[config.mk]
export PLATFORM = sky130hd
export DESIGN_NAME = instruction_fetch
export DESIGN_NICKNAME = d
export VERILOG_FILES = /design/src/rtl/instruction_fetch.sv
export SDC_FILE = /design/constraint.sdc
export NUM_CORES = 1
export LEC_CHECK = 0
export BUFFER_PORTS_ARGS = -buffer_cell sky130_fd_sc_hd__buf_4
export CAP_MARGIN = 25
export CORE_ASPECT_RATIO = 1.5
export CORE_MARGIN = 2
export CORE_UTILIZATION = 30
export DETAILED_ROUTE_END_ITERATION = 8
export GPL_TIMING_DRIVEN = 0
export SLEW_MARGIN = 25
export SYNTH_ARGS = -nofsm -noshare
export SYNTH_HDL_FRONTEND = slang
export SYNTH_SLANG_ARGS = --single-unit
export TNS_END_PERCENT = 50
[constraint.sdc]
create_clock -name clk -period 3 [get_ports clk]
set_input_delay 0.6 -clock clk [delete_from_list [all_inputs] [get_ports clk]]
set_output_delay 0.6 -clock clk [all_outputs]
set_load 0.01 [all_outputs]
[src/rtl/instruction_fetch.sv]
// instruction_fetch: single-outstanding fetch FSM (IDLE/REQUEST/HOLD) feeding the IF/ID register.
// Optional macro FETCH_BUFFER_EN adds a one-entry buffer so one extra fetch can complete while decode stalls.
module instruction_fetch #(
    parameter logic [31:0] RESET_PC = 32'h0040_0000
) (
    input  logic        clk,
    input  logic        reset,
    output logic        imem_req,
    output logic [31:0] imem_addr,
    input  logic        imem_ack,
    input  logic [31:0] imem_rdata,
    input  logic        stall,
    input  logic        redirect,
    input  logic [31:0] redirect_pc,
    output logic [31:0] instruction_out,
    output logic [31:0] pc_out,
    output logic        valid_out
);
    typedef enum logic [1:0] {IDLE, REQUEST, HOLD} state_t;
    state_t      r_state;
    logic        r_req;
    logic        r_valid;
    logic [31:0] r_pc;
    logic [31:0] r_instr;
    logic [31:0] r_pc_out;
`ifdef FETCH_BUFFER_EN
    logic [31:0] r_buf_instr;
    logic [31:0] r_buf_pc;
`endif
    logic        w_free;
    logic [31:0] w_pc_inc;

    assign w_free          = !r_valid || !stall;
    assign w_pc_inc        = r_pc + 32'd4;
    assign imem_req        = r_req;
    assign imem_addr       = r_pc;
    assign instruction_out = r_instr;
    assign pc_out          = r_pc_out;
    assign valid_out       = r_valid;

    // Fetch FSM: reset beats redirect, redirect beats everything else; HOLD means the held output cannot take more
    always_ff @(posedge clk) begin
        if (reset) begin
            r_state  <= IDLE;
            r_req    <= 1'b0;
            r_pc     <= RESET_PC;
            r_instr  <= 32'd0;
            r_pc_out <= 32'd0;
            r_valid  <= 1'b0;
`ifdef FETCH_BUFFER_EN
            r_buf_instr <= 32'd0;
            r_buf_pc    <= 32'd0;
`endif
        end else if (redirect) begin
            r_state <= REQUEST;
            r_req   <= 1'b1;
            r_pc    <= redirect_pc & ~32'd3;
            r_valid <= 1'b0;
        end else begin
            case (r_state)
                IDLE: begin
                    r_state <= REQUEST;
                    r_req   <= 1'b1;
                end
                REQUEST: begin
                    if (imem_ack && w_free) begin
                        r_instr  <= imem_rdata;
                        r_pc_out <= w_pc_inc;
                        r_valid  <= 1'b1;
                        r_pc     <= w_pc_inc;
                    end else if (w_free) begin
                        r_valid <= 1'b0;
                    end else begin
`ifdef FETCH_BUFFER_EN
                        if (imem_ack) begin
                            r_buf_instr <= imem_rdata;
                            r_buf_pc    <= w_pc_inc;
                            r_pc        <= w_pc_inc;
                            r_state     <= HOLD;
                            r_req       <= 1'b0;
                        end
`else
                        r_state <= HOLD;
                        r_req   <= 1'b0;
`endif
                    end
                end
                HOLD: begin
                    if (!stall) begin
                        r_state <= REQUEST;
                        r_req   <= 1'b1;
`ifdef FETCH_BUFFER_EN
                        r_instr  <= r_buf_instr;
                        r_pc_out <= r_buf_pc;
                        r_valid  <= 1'b1;
`else
                        r_valid  <= 1'b0;
`endif
                    end
                end
                default: begin
                    r_state <= IDLE;
                    r_req   <= 1'b0;
                end
            endcase
        end
    end
endmodule

Yosys cells after proc, flatten, opt, wreduce, memory -nomap -nowiden
Index checks and enable logic that the tools add are counted.

word-level totals
  memories = 0
  output and inout port bits = 98
  flip-flop bits (word level) = 100
  ROM bits = 0
  memory bits (writable) = 0
  bits in latches = 0
  input port bits = 69
  word-level logic and storage cells = 51

operators by class
  shifts and indexed selects = 0
  $add $sub $neg = 1
  bitwise logic cells = 1
  multiply operators = 0
  div/mod/pow operators = 0
  reduce and logical (&&, ||, !) cells = 15
  magnitude comparators = 0
  eq/ne operators = 9
  muxes and demuxes = 17

operators by type and width
  operator                                                          count
  32-bit 2-to-1 mux                                                 3
  32-bit by 3-bit adder with 32-bit output (second input constant)  1
  3-bit inequality test (second input constant)                     4
  3-bit AND reduction                                               4
  1-bit 2-to-1 mux                                                  8
  2-bit 2-to-1 mux                                                  3
  2-bit inequality test (second input constant)                     3
  2-bit one-hot mux with 3 select lines                             1
  2-bit nonzero test                                                3
  2-bit AND reduction                                               2
  1-bit one-hot mux with 3 select lines                             1
  2-bit by 1-bit == test with 1-bit output (second input constant)  1
  2-bit == test (second input constant)                             1
  1-bit zero test                                                   2
  2-bit zero test                                                   1
  1-bit one-hot mux with 2 select lines                             1
  2-bit OR reduction                                                1
  1-bit logical AND                                                 1
  1-bit logical OR                                                  1
  1-bit NOT                                                         1

Logic depth before layout (Yosys ltp)
Gate-level depths: netlist (run 1).

  depth after elaboration = 6
  gate-level depth with buffers = 8
  depth with buffers taken out = 6

Least setup slack after synthesis (run 1)
Ideal clock, no wire load.

  path type = input to register
  start = in stall
  end = reg r_pc[29], in the netlist imem_addr[29]
  buffers on the path = 1
  data required time = 2,914 ps
  arrival time = 1,825 ps
  library setup time = 86 ps
  cell stages on the path = 6
  path slack = 1,090 ps
  path through = a21o_1 -> nor4_2 -> buf_2 -> nand4_1 -> xor2_1 -> a211oi_1

on the way
  word-level cells in the longest chain between the ends = 5

RTL lines
  element                        line  RTL
  start: declaration             12    input logic stall,
  1-bit zero test                -
  1-bit logical OR               33    assign w_free = !r_valid || !stall;
  1-bit logical AND              66    if (imem_ack && w_free) begin
  2-bit nonzero test (no line)   -
  2-bit AND reduction (no line)  -
  end signal: assignment         57    r_pc <= redirect_pc & ~32'd3;
  end signal: assignment         70    r_pc <= w_pc_inc;
  end: declaration               23    logic [31:0] r_pc;

No other way between the ends.
A chain may end at the register's enable or synchronous reset.

Worst setup path after layout (run 1)
  start = reg r_pc[2], in the netlist imem_addr[2]
  end = reg r_pc[28], in the netlist imem_addr[28]

on the way
  word-level cells in the longest chain between the ends = 4

RTL lines
  element                                   line  RTL
  32-bit by 3-bit adder with 32-bit output  34    assign w_pc_inc = r_pc + 32'd4;
  32-bit 2-to-1 mux                         66
  32-bit 2-to-1 mux                         60    case (r_state)
  32-bit 2-to-1 mux                         54    end else if (redirect) begin

No other way between the ends. The select of a mux whose other input is x is not followed.

==> results of run 1 <==
[cells in the final DEF (no fill, tap or decap), types with 9 or more instances in the layout]
cell type and n:
buf_4 163, buf_2 15, nand4_1 17, a21oi_1 44, dfxtp_1 96, nand3_1 18
nor2_1 68, clkbuf_1 26, xor2_1 32, a211oi_1 48, xnor2_1 22, clkbuf_16 9
nand2_1 100
[state kept, by name, summed over array words and instances (netlist names)]
| register | flops |
|---|---|
| instruction_out | 32 |
| imem_addr | 30 |
| pc_out | 30 |
| r_state | 2 |
| imem_req | 1 |
| valid_out | 1 |
[kinds of logic after synthesis]
group                      count (synthesis)  synth area share (%)
AOI/OAI and AO/OA                        103                  14.8
xor gates and xnor gates                  54                  10.6
adders and majority gates                  1                 0.281
buffers and inverters                     48                  4.84
DFF                                       96                  43.2
muxes                                      2                 0.478
other                                      1                0.0843
and+or+nand+nor                          244                  25.7
[cell usage after synthesis, drive strengths merged (4+ instances only)]
| library cell | count |
|---|---|
| xor2 | 32 |
| a211oi | 48 |
| clkbuf | 27 |
| nand3 | 18 |
| nor4 | 9 |
| and2 | 5 |
| nand4 | 19 |
| xnor2 | 22 |
| buf | 19 |
| o21ai | 4 |
| and4 | 7 |
| nor3 | 9 |
| nor2 | 69 |
| dfxtp | 96 |
| nand2 | 100 |
| and3 | 6 |
| a21oi | 44 |
[critical path: stages (launching register included)]
cell and delay [ns]:
dfxtp_1 0.53, ha_1 0.37, nand2_1 0.24, nor4_2 0.68, nand4_1 0.19, xor2_1 0.19
a211oi_1 0.24
[area by class of cell]
cell class	instances	area, um^2
inverters	2	7.51
well taps	196	245
repair buffers	159	1190
clock buffers	9	225
flip-flops and latches	96	1920
fillers	1535	8320
clock inverters	7	80.1
multi-input cells	408	2320
plain buffers	46	208
[through the flow]
| stage | instance area, um^2 | power [uW] | cells |
|---|---|---|---|
| floorplan | 4460 | 1630 | 552 |
| global placement | 5900 | 1860 | 907 |
| detailed placement | 5900 | 1860 | 907 |
| CTS | 6210 | 3030 | 923 |
| global route | 6210 | 3130 | 923 |
| finish | 6210 | 3000 | 923 |
[power by group through the flow]
| stage | Sequential [uW] | Combinational, uW | Clock, uW |
|---|---|---|---|
| final | 1410 | 426 | 1170 |
| after global routing | 1420 | 468 | 1250 |
| after CTS | 1410 | 431 | 1190 |
| after detailed placement | 1430 | 430 | 0 |
| after global placement | 1430 | 424 | 0 |
| after floorplan | 1450 | 180 | 0 |
[path summary, 6_finish.rpt]
check	startpoint	end	slack [ns]	cells past startpoint
setup / recovery	imem_addr[2]$_SDFFE_PP0P_	imem_addr[28]$_SDFFE_PP0P_	0.48	6
hold / removal	instruction_out[27]$_SDFFE_PP0P_	instruction_out[27]$_SDFFE_PP0P_	0.46	2
setup reg to reg	imem_addr[2]$_SDFFE_PP0P_	imem_addr[28]$_SDFFE_PP0P_	0.48	6
hold reg to reg	instruction_out[27]$_SDFFE_PP0P_	instruction_out[27]$_SDFFE_PP0P_	0.46	2
[routing by layer]
layer / vias to the layer above / track usage (%) / routed length, um
li1: 2242 / - / -
met1: 2072 / 21.0 / 5550
met2: 146 / 32.0 / 7510
met3: 21 / 3.98 / 909
met4: 0 / 7.02 / 391
met5: - / 0 / 0
==> out/qor.yml, run 1 <==
outcome:
  outcome: "complete, no violations"
power:
  swShare_pct: 26.5
  p_leak_uw: 0.00246
  clock_power_share_pct: 39.0
  p_seq_share_pct: 46.9
  netSwitchingPower_uw: 797
  combPwrFrac_pct: 14.2
  ir_worst_vdd_mv: 0.274
  p_int_uw: 2200
  p_per_area_nw_per_um2: 484
sta:
  setup_slack_ns: 0.476
  fin_tns_setup_ns: 0
  relSlewSlack_pct: 50.2
  finalHoldViolations: 0
  clock.fmax_mhz: 396
  rsz0062_at_grt: "false"
  finalCriticalPeriod_ns: 2.52
  worstMarginPinSlew_ns: 0.740
  clock_skew_ns: 0.00856
  slew_violations: 0
  finalSetupViolCount: 0
  period_share_pct: 84.1
  fin_hold_ws_ns: 0.463
route:
  vias_per_cell: 4.85
  vias: 4481
  drt-initial-drc-count: 216
  antenna_left: 0
  first_pass_iters: 4
  drc_errors: 0
  wirelength_um: 14400
  routedWlPerCell_um: 15.6
global_route:
  grt_pass1_vias: 4378
  antenna_found_initial: 0
  overflow: 0
  grt_usage_pct: 18.2
  grt_pass1_wl_um: 22700
  grt_start_max_net_pins: 18
logic_synthesis:
  synthArstFlopShare_pct: 0
  syn-cell-area_um2: 4450
  synth_seq_cells: 96
  ys_types: 38
  yosys_warnings: 0
  synthTopCellsByArea: "dfxtp_1 43%, nand2_1 8.4%, a211oi_1 8.1%"
  yosysTopAreaCellShare_pct: 43.2
  synth_top_area_cell: "dfxtp_1"
  synth-edff-count: 0
  syn_area_per_cell_um2: 8.11
  synth_cells: 549
  ys_seq_area_share_pct: 43.2
  ys.flop_type: "dfxtp_1"
die:
  rows: 54
  start_util_pct: 30.6
  die_area_um2: 15800
  fp.dieH_um: 153
  core_um2: 14500
  die_w_um: 103
  ios: 167
setup_path:
  critical_path_arrival_ns: 2.78
  worstSetupPathType: "flip-flop to flip-flop"
  cp-start-kind: "flip-flop"
  cp_max_fo: 8
  crit_required_ns: 3.25
  end_kind: "flip-flop"
final_layout:
  diodes: 0
  area_growth_pct: 39.4
  final_util_pct: 42.7
  drive_gt1_share_pct: 28.3
  num-nets-final: 792
clocking:
  htree_levels: 3
  clk_latency_ns: 0.34
  cts_tree: "built"
  path_clk_slew_ns: 0.07
  cts_root_buffer: "clkbuf_16"
  cts.hold.buffers_added: 0
  cts.path.max_buffers: 2
  cts_setup_buffers: 0
  clock_sinks: 96
  ctsResizeCount: 0
  cts_buffers: 9
place:
  gp_congestion: 0.864
  dp_slack_ns: 0.357
  hpwl_um: 11300
  io_buffer_count: 159
worst_hold_path:
  hold_class: "flip-flop to flip-flop"
flow_run:
  drv_cap: 0
No activity file was read; power rests on OpenSTA's default activity.
==> run 2: changes to the inputs <==
- clock period: 3 -> 2.55 ns (I/O delays scaled with it)
==> run 2 against run 1 <==
Maximum frequency is 8.5% higher. Sequential share of layout area is 0.069 points lower. First-iteration DRC count is 6.5% lower. Count of clock-buffer cells in the layout stayed put. Non-clock buffer count stayed put. Power is 18% higher.
==> out/qor.yml, run 2 (same netlist as run 1, synthesis figures left out) <==
outcome:
  outcome: "complete, no violations"
setup_path:
  end_kind: "flip-flop"
  cp_max_fo: 8
  critical_path_arrival_ns: 2.58
  crit-reg2reg-launch: "imem_addr[2]$_SDFFE_PP0P_"
  startpoint: "imem_addr[2]$_SDFFE_PP0P_"
  cp-start-kind: "flip-flop"
  crit_required_ns: 2.81
  worstSetupPathType: "flip-flop to flip-flop"
route:
  wirelength_um: 14400
  antenna_left: 0
  first_pass_iters: 4
  vias: 4492
  drc_errors: 0
  vias_per_cell: 4.87
  drt-initial-drc-count: 202
  routedWlPerCell_um: 15.6
clocking:
  cts_tree: "built"
  path_clk_slew_ns: 0.07
  clk_latency_ns: 0.35
  cts_root_buffer: "clkbuf_16"
  cts_buffers: 9
  clock_sinks: 96
  htree_levels: 3
  cts.path.max_buffers: 2
die:
  ios: 167
  die_w_um: 103
  rows: 54
  core_um2: 14500
  fp.dieH_um: 153
  die_area_um2: 15800
  start_util_pct: 30.6
sta:
  finalCriticalPeriod_ns: 2.33
  slew_violations: 0
  clock_skew_ns: 0.00849
  clock.fmax_mhz: 430
  worstMarginPinSlew_ns: 0.583
  rsz0062_at_grt: "false"
  relSlewSlack_pct: 61.1
  finalSetupViolCount: 0
  finalHoldViolations: 0
  setup_slack_ns: 0.224
  period_share_pct: 91.2
global_route:
  grt_pass1_vias: 4378
  grt_usage_pct: 18.2
  grt_start_max_net_pins: 18
  grt_pass1_wl_um: 22700
  antenna_found_initial: 0
  overflow: 0
final_layout:
  num-nets-final: 792
  largest_register_ffs: 32
  diodes: 0
  drive_gt1_share_pct: 28.3
  final_common_cell: "buf_4"
  final_util_pct: 42.8
  fin_cells: 923
  finish.instance_area_um2: 6220
  area_growth_pct: 39.8
  n_fill_cell: 1536
  layout_common_cells: "163 x buf_4, 100 x nand2_1, 96 x dfxtp_1, 68 x nor2_1, 48 x a211oi_1"
place:
  place_inst: 907
  hpwl_um: 11300
  placed_cell_area_um2: 5900
  io_buffer_count: 159
  gp_congestion: 0.864
  dp_slack_ns: -0.00343
power:
  p_per_area_nw_per_um2: 568
  p_leak_uw: 0.00248
  ir_worst_vdd_mv: 0.320
  power_uw: 3540
flow_run:
  drv_cap: 0
worst_hold_path:
  hold_class: "input port to flip-flop"
  hp-start: "imem_rdata[13]"
-- run 2: where the power goes --
part           leakage [uW]  internal [uW]  switching [uW]  total [uW]
registers          0.000787           1570            80.0        1650
logic               0.00155            249             253         503
clock network      0.000136            770             608        1380
total               0.00248           2590             941        3540
-- run 2: worst max-delay path, cell delays in order (launching register included) --
cell and delay, ns:
dfxtp_1 0.52, ha_1 0.37, nand2_1 0.25, nor4_4 0.49, nand4_1 0.17, xor2_1 0.18
a211oi_1 0.24
-- run 2: timing repair --
item	in CTS	in global routing
resized for setup	0	2
buffers inserted	0	0
endpoints found under the setup margin	0	11
hold buffers	0	0
-- run 2: stage by stage --
stage,TNS (ns),hold slack (ns)
floorplan,0,0.481
global placement,0,0.444
detailed placement,-0.00347,0.453
CTS,0,0.402
global route,0,0.399
finish,0,0.406
-- run 2: final cells by class --
type	count	area (um^2)	share of cell area, %
multi-input cells	408	2340	37.6
flip-flops and latches	96	1920	30.9
repair buffers	159	1190	19.2
well taps	196	245	3.94
clock buffers	9	225	3.62
plain buffers	46	208	3.34
clock inverters	7	80.1	1.29
inverters	2	7.51	0.121
-- run 2: path summary, 6_finish.rpt --
check,to,slack [ns],cells after the start
max,imem_addr[28]$_SDFFE_PP0P_,0.22,6
min,instruction_out[13]$_SDFFE_PP0P_,0.41,3
min reg2reg,instruction_out[27]$_SDFFE_PP0P_,0.46,2
max reg2reg,imem_addr[28]$_SDFFE_PP0P_,0.22,6
-- run 2: metal layers --
layer,share of wire [%],GRT usage (%),vias to the layer above
met5,0,0,-
met1,39,21.0,2088
met2,52,32.0,143
li1,-,-,2241
met3,6.1,3.98,20
met4,2.7,7.02,0
